`src/rtl/at86_iq_serializer.sv`:
```
// Serializes one 13-bit I/Q pair per frame into the AT86RF215 32-bit LVDS I/Q word,
// two bits per clock (rising-edge bit in [1]) for a downstream ODDR.
module at86_iq_serializer #(
    parameter int unsigned DATA_W     = 13,
    parameter logic [1:0]  I_SYNC     = 2'b10,
    parameter logic [1:0]  Q_SYNC     = 2'b01,
    parameter logic        CTRL_BIT   = 1'b0,
    parameter int unsigned UNDERRUN_W = 16
) (
    input  logic                  clk_i,
    input  logic                  rst_i,
    input  logic                  en_i,
    input  logic [DATA_W-1:0]     i_data_i,
    input  logic [DATA_W-1:0]     q_data_i,
    input  logic                  sample_valid_i,
    output logic                  sample_ready_o,
    output logic [1:0]            tx_bits_o,
    output logic                  frame_start_o,
    output logic [UNDERRUN_W-1:0] underrun_cnt_o
);

    localparam int unsigned FRAME_W   = 2 * (DATA_W + 3);
    localparam logic [3:0]  LAST_BEAT = 4'd15;

    typedef enum logic {
        IDLE,
        RUN
    } state_t;

    state_t                state_q;
    logic [3:0]            beat_q;
    logic [FRAME_W-1:0]    shift_q;
    logic [1:0]            tx_bits_q;
    logic                  frame_start_q;
    logic [UNDERRUN_W-1:0] underrun_q;

    logic                  load_d;
    logic [FRAME_W-1:0]    frame_d;

    // en_i only matters when a new frame may begin: in IDLE or on the last beat.
    always_comb begin
        load_d  = en_i && ((state_q == IDLE) || (beat_q == LAST_BEAT));
        frame_d = {I_SYNC, {DATA_W{1'b0}}, CTRL_BIT, Q_SYNC, {DATA_W{1'b0}}, CTRL_BIT};
        if (sample_valid_i) begin
            frame_d = {I_SYNC, i_data_i, CTRL_BIT, Q_SYNC, q_data_i, CTRL_BIT};
        end
    end

    // The first bit pair goes straight to the output register on load so it
    // appears the cycle after the handshake; shift_q holds the remainder.
    always_ff @(posedge clk_i) begin
        if (rst_i) begin
            state_q       <= IDLE;
            beat_q        <= '0;
            shift_q       <= '0;
            tx_bits_q     <= '0;
            frame_start_q <= 1'b0;
            underrun_q    <= '0;
        end else if (load_d) begin
            state_q       <= RUN;
            beat_q        <= '0;
            tx_bits_q     <= frame_d[FRAME_W-1 -: 2];
            shift_q       <= {frame_d[FRAME_W-3:0], 2'b00};
            frame_start_q <= 1'b1;
            if (!sample_valid_i && (underrun_q != '1)) begin
                underrun_q <= underrun_q + 1'b1;
            end
        end else if ((state_q == RUN) && (beat_q != LAST_BEAT)) begin
            beat_q        <= beat_q + 4'd1;
            tx_bits_q     <= shift_q[FRAME_W-1 -: 2];
            shift_q       <= {shift_q[FRAME_W-3:0], 2'b00};
            frame_start_q <= 1'b0;
        end else begin
            state_q       <= IDLE;
            beat_q        <= '0;
            tx_bits_q     <= '0;
            frame_start_q <= 1'b0;
        end
    end

    assign sample_ready_o = load_d;
    assign tx_bits_o      = tx_bits_q;
    assign frame_start_o  = frame_start_q;
    assign underrun_cnt_o = underrun_q;

endmodule

```
`config.mk`:
```
export PLATFORM = sky130hd
export DESIGN_NAME = at86_iq_serializer
export DESIGN_NICKNAME = d
export VERILOG_FILES = /design/src/rtl/at86_iq_serializer.sv
export SDC_FILE = /design/constraint.sdc
export NUM_CORES = 1
export LEC_CHECK = 0
export CAP_MARGIN = 25
export CORE_ASPECT_RATIO = 0.7
export CORE_MARGIN = 4
export CORE_UTILIZATION = 52
export CTS_BUF_LIST = sky130_fd_sc_hd__clkbuf_8
export CTS_CLUSTER_SIZE = 24
export DETAILED_ROUTE_END_ITERATION = 12
export GPL_ROUTABILITY_DRIVEN = 1
export PLACE_DENSITY = 0.79
export SYNTH_ARGS = -nofsm -noshare
export SYNTH_HDL_FRONTEND = slang
export SYNTH_SLANG_ARGS = --single-unit
```
`constraint.sdc`:
```
create_clock -name clk_i -period 1.9 [get_ports clk_i]
set_input_delay 0.38 -clock clk_i [delete_from_list [all_inputs] [get_ports clk_i]]
set_output_delay 0.38 -clock clk_i [all_outputs]
set_load 0.02 [all_outputs]
```
==> impl_metrics.tcl <==
set metrics [dict create \
    syn_inst 248 \
    report.final.hold_viol_count 0 \
    worst-path-stages 2 \
    ir_drop_v 0.000612 \
    cp_num_buf_inv 2 \
    synth.top_cell.area_share_pct 47.6 \
    die_w_um 86.2 \
    cts_tree "yes" \
    synth_area_leaders "dfxtp_1 48%, a221oi_1 9.4%, nor3_1 7.6%" \
    tns_ns 0 \
    met3_length_um 410 \
    num_rows 19 \
    clkLatencyLatePin_ns 0.30 \
    status "complete, no violations" \
    yosysTopAreaCell "dfxtp_1" \
    grt_max_degree 34 \
    synthFlopType "dfxtp_1" \
    wl_met2_um 2580 \
    antenna_found_initial 0 \
    worst_slack_ns 0.0966 \
    syn_nets 280 \
    clk_pin_slew_worst_paths_ns 0.09 \
    yosysMostFrequentCell "dfxtp_1" \
    route.detailed.drc 0 \
    setup_viol_count_final 0 \
    postRouteAntennaNets 0 \
    syn_avg_cell_area_um2 8.98 \
    fin_nets 340 \
    initial_utilization_pct 55.4 \
    hold_path_depth 2 \
    dp_cells 353 \
    maxSlewHeadroom_pct 65.2 \
    post_cts_buffers 0 \
    post_drt_wl_per_cell_um 15.1 \
    n_antenna_cell 0 \
    coreArea_mm2 0.00402 \
    rsz0062_at_grt "no" \
    endpoint_kind "output pin" \
    cts_root_buffer "clkbuf_8" \
    path_cells "buf_4 > clkdlybuf4s50_1" \
    min_period_over_period_pct 94.9 \
    via_per_inst 5.80 \
    dr.first_iter.drc_count 112 \
    layout_min_cycle_time_ns 1.80 \
    crit_arrival_ns 1.42 \
    port_buffers 49 \
    synth_cell_types 32 \
    numCtsBuffers 5 \
    required_ns 1.52 \
    die_area_mm2 0.00541 \
    gp_congestion 0.803 \
    drive_above_1_share_pct 13.6 \
    synth-edff-count 0 \
    final_core_util_pct 75.3 \
    grt_pass1_vias 1945 \
    die_h_um 62.8 \
    drv_slew 0 \
    io_pins 50 \
    leakage_nw 1.12 \
    cts_max_level 2 \
    synth_seq_cells 53 \
    preCtsSetupSlack_ns -0.178 \
    slowest_stage "clkdlybuf4s50_1" \
    final.setup_skew_ns 0.00969 \
    synth-seq-area-share_pct 47.6 \
    cts_hold_buf 0 \
    final_cells 361 \
    slowest_delay_ns 0.64 \
    totalWireLength_um 5460 \
    cpLargestDelayFamily "buffers and inverters" \
    tightest_slew_ns 0.518 \
    reg2regPathDepth 7 \
    ys.warnings.count 0 \
    via_count 2095 \
    hpwl_um 3840 \
    cap_violations 0 \
    path_max_fanout 5 \
    wl_met1_um 2420 \
    top_layer_used "met4" \
    worstHoldPathType "reg2reg" \
    synthArstFlopShare_pct 0 \
    grt_overflow_total 0 \
    synth_commonest_cells "53 x dfxtp_1, 41 x nor2_1, 34 x nor3_1" \
    cts_max_path_buffers 2 \
    clock.fmax_mhz 554 \
    crit_type "reg2out" \
    detail_route.first_pass.iterations 4 \
    cts.sinks 53 \
    synth_area_mm2 0.00223 \
    syn2layout_area_growth_pct 35.8 \
    power.density_mw_per_mm2 782 \
    grt_pass1_wl_um 8940 \
    worst_setup_path_start_kind "register" \
    grtUsageTotal_pct 20.1 \
]
==> worst paths after layout <==
check,start,endpoint,slack (ns)
hold reg to reg,shift_q[15],shift_q[17],0.48
hold / removal,shift_q[15],shift_q[17],0.48
setup reg to reg,beat_q[0],underrun_cnt_o[5],0.13
setup / recovery,underrun_cnt_o[0],underrun_cnt_o[0],0.1
==> power by group <==
part	leakage, nW	switching (W)	total (W)	internal [W]
logic	0.620	0.000145	0.000294	0.000149
clock network	0.0681	0.000357	0.000880	0.000523
registers	0.434	0.0000300	0.00119	0.00116
total	1.12	0.000532	0.00237	0.00183
==> placed cells by master (no fill, tap or decap), drive strengths merged <==
| cell type | n |
|---|---|
| a311oi | 1 |
| nand3 | 11 |
| nor2 | 42 |
| and4 | 1 |
| xnor2 | 7 |
| or3 | 1 |
| o21ai | 2 |
| and2 | 6 |
| bufinv | 2 |
| clkinv | 1 |
| buf | 25 |
| a21oi | 6 |
| and3 | 1 |
| o31a | 1 |
| nor3 | 34 |
| clkdlybuf4s50 | 47 |
| a211o | 1 |
| nor4 | 3 |
| nand4 | 10 |
| a211oi | 1 |
| a221oi | 24 |
| a22oi | 2 |
| ha | 2 |
| clkbuf | 5 |
| nand2 | 6 |
| inv | 2 |
| o21a | 1 |
| xor2 | 8 |
| nor3b | 3 |
| dfxtp | 53 |
==> flip-flops by register name, indices dropped and copies added (netlist names) <==
signal / cells
shift_q: 29
underrun_cnt_o: 16
beat_q: 4
tx_bits_o: 2
frame_start_o: 1
state_q: 1
==> logic make-up after synthesis <==
kind of cell	share of synthesized area, %
buffers and inverters	3.54
xor gates and xnor gates	5.90
DFF	47.6
adders and majority gates	1.12
and+or+nand+nor	27.4
AOI/OAI and AO/OA	14.4
==> through the flow <==
stage               power (W)  hold WS (ns)  cell area, µm²
finish                0.00237         0.480            3020
global route          0.00247         0.508            3020
CTS                   0.00237         0.480            3010
detailed placement    0.00151         0.456            2880
global placement      0.00150         0.447            2880
floorplan             0.00137         0.432            2230
==> cell type report <==
class / instances / area (µm²)
multi-input combinational: 174 / 1100
sequential: 53 / 1060
fill: 318 / 993
timing repair buffer: 72 / 653
clock buffer: 5 / 68.8
clock inverter: 3 / 65.1
tap: 52 / 65.1
inverter: 2 / 7.51
==> timing repair <==
item | CTS | global route
endpoints found under the setup margin | 1 | 3
pin swaps | 0 | 2
resized for setup | 3 | 3
==> tightest hold or removal path, stage by stage (launching register included) <==
cell     delay (ns)
dfxtp_1        0.33
nand2_1        0.06
a21oi_1        0.05
==> per-layer routing <==
layer | up-vias | track usage [%]
li1 | 1025 | -
met1 | 991 | 27.8
met2 | 73 | 31.3
met3 | 6 | 5.01
met4 | 0 | 4.86
met5 | - | 0
Power figures use the tool's default switching activity.
